**src/rtl/float_unpack_pkg.sv**
```systemverilog
// Shared constants for the FALU operand front end: opcodes, exponent bias and
// unpack sequencer states.
package float_unpack_pkg;

    localparam logic [4:0] FADDOP = 5'd1;
    localparam logic [4:0] FSUBOP = 5'd2;
    localparam logic [4:0] FMULOP = 5'd3;

    localparam int FP_BIAS = 127;

    typedef enum logic [1:0] {
        IDLE  = 2'd0,
        ALIGN = 2'd1,
        DONE  = 2'd2
    } unpack_state_t;

endpackage

```
**src/rtl/float_field_decode.sv**
```systemverilog
// Splits an IEEE single into sign, exponent and {hidden, fraction}.
// A zero exponent is treated as zero: hidden bit and fraction are both cleared.
module float_field_decode (
    input  logic [31:0] value,
    output logic        sign,
    output logic [7:0]  exponent,
    output logic [23:0] frac
);

    assign sign     = value[31];
    assign exponent = value[30:23];
    assign frac     = (value[30:23] == 8'd0) ? 24'd0 : {1'b1, value[22:0]};

endmodule

```
**src/rtl/float_unpack.sv**
```systemverilog
// FALU operand front end: orders and aligns add/sub fractions one bit per cycle,
// passes mul fractions through with the biased exponent sum.
module float_unpack
    import float_unpack_pkg::*;
#(
    parameter int ALIGN_MAX = 25,
    parameter int BIAS      = FP_BIAS
) (
    input  logic        clk,
    input  logic        rst_n,
    input  logic        in_valid,
    output logic        in_ready,
    input  logic [31:0] opA,
    input  logic [31:0] opB,
    input  logic [4:0]  FALUop,
    output logic        out_valid,
    input  logic        out_ready,
    output logic [23:0] fracMAX,
    output logic [23:0] fracMIN,
    output logic [7:0]  expMAX,
    output logic [7:0]  expSUM,
    output logic        swap,
    output logic        signMAX,
    output logic        signMIN,
    output logic        sign,
    output logic [4:0]  opOut
);

    localparam logic [7:0] ALIGN_LIM = 8'(ALIGN_MAX);

    unpack_state_t state;
    logic [4:0]    cnt;

    logic        sign_a, sign_b;
    logic [7:0]  exp_a, exp_b;
    logic [23:0] frac_a, frac_b;

    float_field_decode u_dec_a (.value(opA), .sign(sign_a), .exponent(exp_a), .frac(frac_a));
    float_field_decode u_dec_b (.value(opB), .sign(sign_b), .exponent(exp_b), .frac(frac_b));

    logic        is_sub, is_addsub, is_mul;
    logic        sign_b_eff, swap_c;
    logic        sign_hi, sign_lo;
    logic [7:0]  exp_hi, exp_lo, diff;
    logic [23:0] frac_hi, frac_lo;
    logic [8:0]  exp_sum_w;

    assign is_sub     = (FALUop == FSUBOP);
    assign is_addsub  = (FALUop == FADDOP) || is_sub;
    assign is_mul     = (FALUop == FMULOP);
    assign sign_b_eff = sign_b ^ is_sub;
    // Ties keep A as the larger operand.
    assign swap_c     = {exp_b, frac_b} > {exp_a, frac_a};
    assign sign_hi    = swap_c ? sign_b_eff : sign_a;
    assign sign_lo    = swap_c ? sign_a : sign_b_eff;
    assign exp_hi     = swap_c ? exp_b : exp_a;
    assign exp_lo     = swap_c ? exp_a : exp_b;
    assign frac_hi    = swap_c ? frac_b : frac_a;
    assign frac_lo    = swap_c ? frac_a : frac_b;
    assign diff       = exp_hi - exp_lo;
    assign exp_sum_w  = {1'b0, exp_a} + {1'b0, exp_b} - 9'(BIAS);

    always_ff @(posedge clk or negedge rst_n) begin
        if (!rst_n) begin
            state     <= IDLE;
            cnt       <= 5'd0;
            in_ready  <= 1'b0;
            out_valid <= 1'b0;
            fracMAX   <= 24'd0;
            fracMIN   <= 24'd0;
            expMAX    <= 8'd0;
            expSUM    <= 8'd0;
            swap      <= 1'b0;
            signMAX   <= 1'b0;
            signMIN   <= 1'b0;
            sign      <= 1'b0;
            opOut     <= 5'd0;
        end else begin
            case (state)
                IDLE: begin
                    if (in_ready && in_valid) begin
                        in_ready <= 1'b0;
                        opOut    <= FALUop;
                        sign     <= sign_a ^ sign_b_eff;
                        cnt      <= diff[4:0];
                        if (is_addsub) begin
                            swap    <= swap_c;
                            fracMAX <= frac_hi;
                            fracMIN <= (diff >= ALIGN_LIM) ? 24'd0 : frac_lo;
                            expMAX  <= exp_hi;
                            expSUM  <= exp_sum_w[7:0];
                            signMAX <= sign_hi;
                            signMIN <= sign_lo;
                            if (diff != 8'd0 && diff < ALIGN_LIM) begin
                                state <= ALIGN;
                            end else begin
                                state     <= DONE;
                                out_valid <= 1'b1;
                            end
                        end else begin
                            swap      <= 1'b0;
                            fracMAX   <= is_mul ? frac_a : 24'd0;
                            fracMIN   <= is_mul ? frac_b : 24'd0;
                            expMAX    <= is_mul ? exp_a : 8'd0;
                            expSUM    <= is_mul ? exp_sum_w[7:0] : 8'd0;
                            signMAX   <= sign_a;
                            signMIN   <= sign_b_eff;
                            state     <= DONE;
                            out_valid <= 1'b1;
                        end
                    end else begin
                        in_ready <= 1'b1;
                    end
                end
                ALIGN: begin
                    fracMIN <= fracMIN >> 1;
                    cnt     <= cnt - 5'd1;
                    if (cnt == 5'd1) begin
                        state     <= DONE;
                        out_valid <= 1'b1;
                    end
                end
                DONE: begin
                    if (out_ready) begin
                        out_valid <= 1'b0;
                        in_ready  <= 1'b1;
                        state     <= IDLE;
                    end
                end
                default: state <= IDLE;
            endcase
        end
    end

endmodule

```
**config.mk**
```make
export PLATFORM = sky130hd
export DESIGN_NAME = float_unpack
export DESIGN_NICKNAME = d
export VERILOG_FILES = /design/src/rtl/float_unpack_pkg.sv /design/src/rtl/float_field_decode.sv /design/src/rtl/float_unpack.sv
export SDC_FILE = /design/constraint.sdc
export NUM_CORES = 1
export LEC_CHECK = 0
export BUFFER_PORTS_ARGS = -buffer_cell sky130_fd_sc_hd__buf_2
export CAP_MARGIN = 20
export CORE_MARGIN = 1
export CORE_UTILIZATION = 47
export DETAILED_ROUTE_END_ITERATION = 10
export GPL_TIMING_DRIVEN = 1
export PLACE_DENSITY = 0.74
export RECOVER_POWER = 50
export SLEW_MARGIN = 20
export SYNTH_ARGS = -nofsm -noshare
export SYNTH_HDL_FRONTEND = slang
export SYNTH_SLANG_ARGS = --single-unit
```
**constraint.sdc**
```tcl
create_clock -name clk -period 1.9 [get_ports clk]
set_input_delay 0.285 -clock clk [delete_from_list [all_inputs] [get_ports clk]]
set_output_delay 0.285 -clock clk [all_outputs]
set_load 0.01 [all_outputs]
```
==> flow_summary.json, run 1 <==
{
  "synth.distinct_cells": 66,
  "syn_avg_cell_area_um2": 8.40,
  "worstHoldPathType": "in2reg",
  "cts.sink_count": 82,
  "antenna_found_initial": 0,
  "fin_skew_ns": 0.0120,
  "period_needed_ns": 4.41,
  "start_kind": "primary input",
  "grt_util_all_layers": 0.319,
  "layout-drive-gt1-share": 0.431,
  "grt_pass1_vias": 6697,
  "synth.yosys.seq_area_share": 0.340,
  "worst_pin_slew_ns": 1.15,
  "overflow": 0,
  "setup-violations-final": 70,
  "synth_common_cells": "nand2_1 (116), dfrtp_1 (82), a21oi_1 (54), ha_1 (48), and2_1 (47)",
  "drv_cap": 0,
  "grt_max_degree": 88,
  "design.die.area_mm2": 0.0133,
  "synth_cells": 719,
  "power_density_mw_per_mm2": 781,
  "pin_count": 148,
  "tns_ns": -122.46,
  "dr.pass1.iters": 5,
  "syn_to_final_growth_pct": 52.2,
  "ys_async_sr_fraction": 1.00,
  "initialDrtViolationCount": 612,
  "h-tree-depth": 3,
  "r2r_cells": 5,
  "ant_nets": 0,
  "tritoncts.num_buffers": 9,
  "status": "finished with violations",
  "syn-num-nets": 841,
  "cts_tree": "built",
  "clockBufferDepth": 2,
  "syn_area_mm2": 0.00604,
  "critPathArrivalTime_ns": 4.65,
  "timing.final.ws_setup_ns": -2.51,
  "whs_path_depth": 3,
  "ys.flop_type": "dfrtp_1",
  "cellLeakagePower_nw": 4.50,
  "grt_pass1_wl_um": 32700,
  "totalWireLength_um": 21400,
  "io_buffers": 147,
  "crit_type": "in2reg",
  "end_kind": "flop",
  "slew_headroom": 0.232,
  "synth-edff-count": 0,
  "post-route-period-util": 2.32,
  "die_w_um": 115,
  "drv_slew": 0,
  "hold-worst-slack_ns": 0.141,
  "final_hold_viol_count": 0,
  "n_antenna_cell": 0,
  "synthTopCellsByArea": "dfrtp_1 (34%), ha_1 (9.9%), nand2_1 (7.2%)",
  "failed_checks": "setup timing",
  "dpl-instance-area_mm2": 0.00821,
  "die_h_um": 115,
  "finalInstanceArea_mm2": 0.00919,
  "yosysTopAreaCellShare": 0.340,
  "remaining_drc_errors": 0,
  "finalNonFillerCells": 1178,
  "synth_most_common_cell": "nand2_1",
  "rsz0062_at_grt": "true",
  "vias": 6823,
  "globalplace.congestion": 0.940,
  "clock_latency_ns": 0.36,
  "max_freq_ghz": 0.227,
  "wl_per_cell_um": 18.2,
  "synth_top_area_cell": "dfrtp_1",
  "power.total_mw": 7.17,
  "rows": 41,
  "dpl.hpwl_um": 13800,
  "place_inst": 1136,
  "cts_root_buffer": "clkbuf_16",
  "yosys_warnings": 0,
  "vdd_ir_drop_max_uv": 603,
  "viasPerCell": 5.79,
  "core_mm2": 0.0126,
  "synth.ff_latch_count": 82,
  "path_max_fanout": 7,
  "required_ns": 2.13,
  "clk_pin_slew_worst_paths_ns": 0.06,
  "nets": 1123,
  "initial_core_util": 0.480
}
==> kinds of logic after synthesis <==
kind of cell	count (synthesis)	synth area share
AO/OA/AOI/OAI	224	0.259
XOR/XNOR	14	0.0203
adder cells (fa/ha/maj)	49	0.103
buffers and inverters	90	0.0642
flip-flops	82	0.340
multiplexers	7	0.0131
AND/OR/NAND/NOR	253	0.201
==> metal layers <==
layer  share of wire  vias up  track usage
met4           0.039        0        0.171
met1            0.39     3266        0.380
met5               0        -            0
li1                -     3128            -
met2            0.51      350        0.543
met3           0.061       79       0.0622
==> what timing repair did <==
| action | in CTS | in global routing |
|---|---|---|
| hold endpoints to repair | 82 | 0 |
| gates resized for setup | 77 | 26 |
| buffers inserted | 16 | 10 |
| cloned | 5 | 2 |
| endpoints found under the setup margin | 70 | 70 |
| pin swaps | 14 | 33 |
| hold buffers | 1 | 0 |
==> cells in the final DEF (no fill, tap or decap), types with 4 or more instances in the layout <==
master     Yosys  routed
buf_2          4     139
inv_4          0       4
ha_4           0      17
a221o_1       24      24
a22oi_1       22      22
buf_12         0       8
ha_1          48      31
nor2b_1       11       9
buf_6          6      24
and2_1        47      30
nor2_1        37      35
clkbuf_16      0      10
buf_4          0     132
inv_1         46      36
a21oi_2        1       5
a221oi_1      11       4
a21oi_1       54      48
xor2_1         7       6
o21ai_0       43      29
and2_4         0      18
a21boi_0      22      22
nand2_1      116     111
nor4_4         0       5
a21o_1         9       8
o21ai_1        5      16
nor3_1         9       7
inv_2          0       6
nand2_2        0       5
xnor2_1        7       5
dfrtp_1       82      82
nand3_1        8       7
clkinv_2       0       4
a221oi_2       0       7
==> final cells by class <==
| class | count | area [µm²] |
|---|---|---|
| clock inverter | 7 | 45.0 |
| sequential | 82 | 2050 |
| timing repair buffer | 313 | 2250 |
| multi-input combinational | 549 | 4220 |
| clock buffer | 9 | 225 |
| tap | 172 | 215 |
| inverter | 46 | 183 |
| fill | 863 | 3380 |
==> metrics by stage <==
stage	worst slack [ns]	util
finish	-2.51	0.731
global route	-2.66	0.731
CTS	-2.35	0.721
detailed placement	-2.91	0.654
global placement	-2.81	0.654
floorplan	-2.34	-
==> critical path: stages <==
cell and delay [ns]:
buf_8 0.10, nor4_4 0.40, nand2_4 0.15, buf_12 0.17, and2_4 0.14, ha_1 0.29, nand4_1 0.16, buf_4 0.14
nor2_1 0.03, a21o_1 0.17, o31a_2 0.32, a21oi_4 0.24, a21oi_2 0.11, ha_4 0.17, a21oi_2 0.12, o21ai_2 0.09
a21oi_4 0.19, mux2i_1 0.25, o2111a_2 0.28, a2111oi_4 0.05, a31o_4 0.29, clkbuf_16 0.18, a221o_1 0.30
==> sequential cells by signal, summed over array words and instances (netlist names), 2 cells and up <==
register,cells
fracMAX,24
fracMIN,24
expMAX,8
expSUM,8
cnt,5
opOut,5
state,2
==> path summary, 6_finish.rpt <==
check	from	end	slack (ns)
worst max register to register	in_ready	fracMIN[20]	0.08
min in group asynchronous	rst_n	fracMAX[6]	0.84
worst max-delay path	opB[24]	fracMIN[20]	-2.51
worst min register to register	fracMAX[6]	fracMAX[6]	0.48
worst min-delay path	FALUop[3]	opOut[3]	0.14
max in group asynchronous	rst_n	expSUM[5]	0.33
==> where the power goes <==
group | internal, mW | switching (mW)
logic | 1.39 | 1.72
clock network | 0.882 | 0.762
registers | 2.15 | 0.264
(Power assumes the default switching activity.)
==> run 2: changes to the inputs <==
- ABC_AREA: default -> 0
- CELL_PAD_IN_SITES_DETAIL_PLACEMENT: default -> 1
- CELL_PAD_IN_SITES_GLOBAL_PLACEMENT: default -> 2
- CORE_UTILIZATION: 47 -> 29
- PLACE_DENSITY: 0.74 -> 0.78
==> run 2 against run 1 <==
  * The flow still finishes with violations (setup timing)
  * Critical path depth fell by 1
  * Count of clock-buffer cells in the layout rose by 2
  * Combinational power rose by 6%
  * Maximum frequency decreased by 0.56%
  * Core utilization decreased by 26 points
  * Die area grew 61%
  * Register-to-register slack got worse by 0.16 ns
  * Cell count grew 9.8%
  * Sequential share of layout area is 1.1 points lower
  * Clock skew down 0.00093 ns
==> flow_summary.json, run 2 (synthesized netlist as in run 1, its figures left out) <==
{
  "tns_ns": -123.43,
  "rows": 52,
  "die_w_um": 146,
  "dpl.hpwl_um": 17500,
  "slew_headroom": 0.500,
  "timing.final.ws_setup_ns": -2.54,
  "core_mm2": 0.0203,
  "required_ns": 2.13,
  "path_max_fanout": 11,
  "nets": 1140,
  "grt_pass1_vias": 6836,
  "die_h_um": 146,
  "crit_type": "in2reg",
  "grt_max_degree": 45,
  "n_antenna_cell": 0,
  "initial_core_util": 0.297,
  "rsz0062_at_grt": "true",
  "post-route-period-util": 2.34,
  "whs_path_depth": 3,
  "start_kind": "primary input",
  "worst_pin_slew_ns": 0.750,
  "dpl-instance-area_mm2": 0.00848,
  "syn_to_final_growth_pct": 59.7,
  "tritoncts.num_buffers": 9,
  "grt_pass1_wl_um": 37100,
  "drv_cap": 0,
  "viasPerCell": 5.15,
  "cellLeakagePower_nw": 4.64,
  "clock_latency_ns": 0.35,
  "worstHoldPathType": "in2reg",
  "status": "finished with violations",
  "end_kind": "flop",
  "place_inst": 1248,
  "clk_pin_slew_worst_paths_ns": 0.07,
  "critPathArrivalTime_ns": 4.67,
  "power.total_mw": 7.78,
  "fin_skew_ns": 0.0111,
  "setup-violations-final": 70,
  "final_cell_mix": "buf_4 (150), buf_2 (138), nand2_1 (112)",
  "vias": 6660,
  "power_density_mw_per_mm2": 807,
  "cts_root_buffer": "clkbuf_16",
  "final_core_util": 0.475,
  "period_needed_ns": 4.44,
  "antenna_found_initial": 0,
  "clockBufferDepth": 2,
  "dr.pass1.iters": 5,
  "remaining_drc_errors": 0,
  "r2r_cells": 6,
  "biggestRegsByFlops": "fracMAX x24, fracMIN x24",
  "cts.sink_count": 82,
  "finalInstanceArea_mm2": 0.00964,
  "failed_checks": "setup timing",
  "cts_tree": "built",
  "globalplace.congestion": 0.874,
  "finalNonFillerCells": 1293,
  "drv_slew": 0,
  "wl_per_cell_um": 19.4,
  "vdd_ir_drop_max_uv": 464,
  "grt_util_all_layers": 0.221,
  "overflow": 0,
  "totalWireLength_um": 25100,
  "initialDrtViolationCount": 300,
  "h-tree-depth": 3,
  "pin_count": 148,
  "design.die.area_mm2": 0.0214,
  "ant_nets": 0,
  "final_hold_viol_count": 0,
  "io_buffers": 147,
  "final_common_cell": "buf_4",
  "max_freq_ghz": 0.225,
  "layout-drive-gt1-share": 0.451
}
-- run 2: cell type report --
cell class              instances  area, µm²
clock buffers                  11        233
repair buffers                332       2440
clock inverters                 5        103
fillers                      2396      10700
multi-input cells             547       4300
inverters                      46        183
well taps                     270        338
flip-flops and latches         82       2050
-- run 2: layer usage --
| metal | global-route usage | routed length, µm | vias to the layer above |
|---|---|---|---|
| li1 | - | - | 3158 |
| met1 | 0.278 | 10500 | 3307 |
| met2 | 0.392 | 13100 | 163 |
| met3 | 0.0328 | 1100 | 32 |
| met4 | 0.0599 | 414 | 0 |
| met5 | 0 | 0 | - |
-- run 2: path summary, 6_finish.rpt --
path                                   end  startpoint  slack, ns
worst max-delay path            fracMIN[1]     opB[30]      -2.54
worst min-delay path              opOut[2]   FALUop[2]       0.14
worst max register to register  fracMIN[2]    in_ready      -0.08
worst min register to register    opOut[4]    opOut[4]       0.47
max in group asynchronous        expSUM[3]       rst_n       0.18
min in group asynchronous       fracMAX[6]       rst_n       0.52
-- run 2: what timing repair did --
action	CTS	global route
setup endpoints to repair	71	71
cloned	0	5
setup buffers	3	21
resized for setup	38	96
endpoints found under the hold margin	23	0
pin swaps	11	29
hold buffers	1	0
-- run 2: critical path, stage by stage --
cell       delay (ns)
buf_8            0.10
nor4_4           0.34
nand2_4          0.16
clkbuf_16        0.20
and2_4           0.15
ha_4             0.27
nand4_1          0.19
nor4_4           0.35
and3_4           0.26
a21oi_4          0.04
a21oi_4          0.21
a21oi_2          0.08
ha_2             0.17
a21oi_2          0.11
o21ai_2          0.08
a21oi_4          0.20
mux2i_1          0.30
o2111a_2         0.32
a2111oi_4        0.07
a31o_4           0.26
clkbuf_16        0.18
a221o_1          0.31
-- run 2: report_power, final --
group          total, mW  internal (mW)  leakage, nW  switching, mW
Clock               2.07           1.29        0.160          0.783
Combinational       3.29           1.48         3.39           1.82
Sequential          2.42           2.15         1.09          0.269
-- run 2: metrics by stage --
step / hold slack (ns) / setup slack [ns]
floorplan: -0.0106 / -2.34
global placement: 0.233 / -2.78
detailed placement: 0.234 / -2.92
CTS: 0.135 / -2.34
global route: 0.157 / -2.66
finish: 0.143 / -2.54
==> run 3: changes to the inputs <==
- ABC_AREA: 0 -> 1
- CORE_UTILIZATION: 29 -> 27
- PLACE_DENSITY: 0.78 -> default
- PLACE_DENSITY_LB_ADDON: default -> 0.1
==> run 3 against run 2 <==
  * The flow still finishes with violations (setup timing)
  * Clock skew down 0.0029 ns
  * Via count up 11%
  * Cell count up 18%
  * Combinational power up 29%
  * Area after synthesis up 3.3%
  * Critical path type unchanged
  * Highest routed layer unchanged
==> flow_summary.json, run 3 <==
{
  "status": "finished with violations",
  "failed_checks": "setup timing",
  "vdd_ir_drop_max_uv": 411,
  "clk_pin_slew_worst_paths_ns": 0.08,
  "dr.pass1.iters": 4,
  "rows": 55,
  "core_mm2": 0.0226,
  "ys.flop_type": "dfrtp_1",
  "design.die.area_mm2": 0.0237,
  "initialDrtViolationCount": 252,
  "setup-violations-final": 66,
  "cp_common_cell": "nand2_4",
  "synth_common_cells": "nand2_1 (240), inv_1 (122), dfrtp_1 (82), nand3_1 (80), nor2_1 (70)",
  "power.total_mw": 8.68,
  "io_buffers": 147,
  "antenna_found_initial": 0,
  "remaining_drc_errors": 0,
  "worst_pin_slew_ns": 1.28,
  "fin_skew_ns": 0.00816,
  "critical_path_buf_inv_count": 7,
  "synth_top_area_cell": "dfrtp_1",
  "drv_cap": 0,
  "worstHoldPathType": "in2reg",
  "cts.sink_count": 82,
  "clock_latency_ns": 0.36,
  "end_kind": "flop",
  "synth.ff_latch_count": 82,
  "required_ns": 2.15,
  "die_w_um": 154,
  "drv_slew": 0,
  "timing.final.ws_setup_ns": -1.66,
  "grt_pass1_wl_um": 43200,
  "cts_tree": "built",
  "die_h_um": 154,
  "crit_slowest_cell": "ha_1",
  "top_layer_used": "met4",
  "cellLeakagePower_nw": 5.34,
  "cts_root_buffer": "clkbuf_16",
  "pin_count": 148,
  "overflow": 0,
  "syn-num-nets": 1022,
  "tritoncts.num_buffers": 9,
  "final_hold_viol_count": 0,
  "max_stage_delay_ns": 0.34,
  "start_kind": "primary input",
  "wl_met3_um": 849,
  "grt_pass1_vias": 7953,
  "power_density_mw_per_mm2": 807,
  "slew_headroom": 0.148,
  "layout-drive-gt1-share": 0.499,
  "syn_to_final_growth_pct": 72.4,
  "wl_per_cell_um": 18.3,
  "fill_cells": 2756,
  "synth.yosys.seq_area_share": 0.329,
  "synthTopCellsByArea": "dfrtp_1 (33%), nand2_1 (14%), ha_1 (9.6%)",
  "final_common_cell": "nand2_1",
  "critPathArrivalTime_ns": 3.81,
  "yosys_warnings": 0,
  "syn_avg_cell_area_um2": 6.93,
  "yosysTopAreaCellShare": 0.329,
  "syn_area_mm2": 0.00624,
  "grt_max_degree": 83,
  "ant_nets": 0,
  "globalplace.congestion": 0.847,
  "initial_core_util": 0.276,
  "rsz0062_at_grt": "true",
  "wl_met2_um": 14000,
  "grt_util_all_layers": 0.237,
  "route.layer.met1.wl_um": 12600,
  "synth.distinct_cells": 44,
  "ys_async_sr_fraction": 1.00,
  "crit_family": "simple AND/OR/NAND/NOR gates",
  "hold-worst-slack_ns": 0.196,
  "path_max_fanout": 7,
  "post-route-period-util": 1.87,
  "vias": 7391,
  "biggestRegsByFlops": "fracMAX x24, fracMIN x24",
  "synth_most_common_cell": "nand2_1",
  "dpl.hpwl_um": 19600,
  "period_needed_ns": 3.56,
  "crit_type": "in2reg",
  "clockBufferDepth": 2,
  "final_cell_mix": "nand2_1 (188), buf_4 (168), buf_2 (137)",
  "totalWireLength_um": 27900,
  "nets": 1355,
  "h-tree-depth": 3,
  "synth-edff-count": 0,
  "max_freq_ghz": 0.281,
  "synth_cells": 900,
  "viasPerCell": 4.85,
  "n_antenna_cell": 0
}
run 3: area by class of cell:
| type | instances | area, µm² | share of cell area |
|---|---|---|---|
| Timing Repair Buffer | 361 | 2840 | 0.264 |
| Inverter | 129 | 547 | 0.0508 |
| Sequential cell | 82 | 2050 | 0.191 |
| Multi-Input combinational cell | 650 | 4680 | 0.435 |
| Clock inverter | 7 | 60.1 | 0.00558 |
| Tap cell | 285 | 357 | 0.0332 |
| Clock buffer | 9 | 225 | 0.0209 |
run 3: path summary, 6_finish.rpt:
kind                            slack [ns]  cells past startpoint      start     endpoint
worst max-delay path                 -1.66                     27    opB[23]   fracMIN[7]
worst max register to register       -0.06                      8   state[0]       cnt[3]
min in group asynchronous             0.88                      3      rst_n    expSUM[7]
max in group asynchronous             0.22                      3      rst_n  fracMIN[13]
worst min-delay path                  0.20                      3    opA[31]      signMIN
worst min register to register        0.47                      2  out_valid    out_valid
run 3: kinds of logic after synthesis:
family,Yosys count,synth area share
flops,82,0.329
buf+inv,168,0.105
compound gates,171,0.163
fa+ha+maj,49,0.0995
simple gates,420,0.289
xor+xnor,10,0.0140
run 3: what timing repair did:
action / in CTS / in global routing
gates resized for setup: 112 / 132
pin swaps: 21 / 67
endpoints found under the hold margin: 28 / 0
setup buffers: 22 / 8
setup endpoints to repair: 69 / 73
cloned: 7 / 2
hold buffers: 1 / 0
run 3: per-stage QoR:
stage	worst slack, ns	utilization	std cells	TNS, ns	area, µm²
after floorplan	-1.29	-	900	-65.85	6760
after global placement	-2.10	0.401	1474	-121.58	9080
after detailed placement	-2.18	0.401	1474	-125.63	9080
after CTS	-1.55	0.450	1519	-84.44	10200
after global routing	-1.83	0.475	1523	-100.91	10800
final	-1.66	0.475	1523	-88.89	10800
run 3: metal layers:
layer | track usage | vias up
met2 | 0.427 | 129
li1 | - | 3631
met1 | 0.297 | 3605
met5 | 0 | -
met3 | 0.0299 | 26
met4 | 0.0624 | 0
run 3: power by group:
part	internal, mW	total [mW]	switching [mW]
sequential	2.29	2.64	0.349
combinational	1.83	4.23	2.39
clock	0.910	1.81	0.898
total	5.04	8.68	3.64
run 3: worst min-delay path: stages:
cell and delay [ns]:
buf_2 0.11, o21ai_1 0.08, nand2_1 0.05
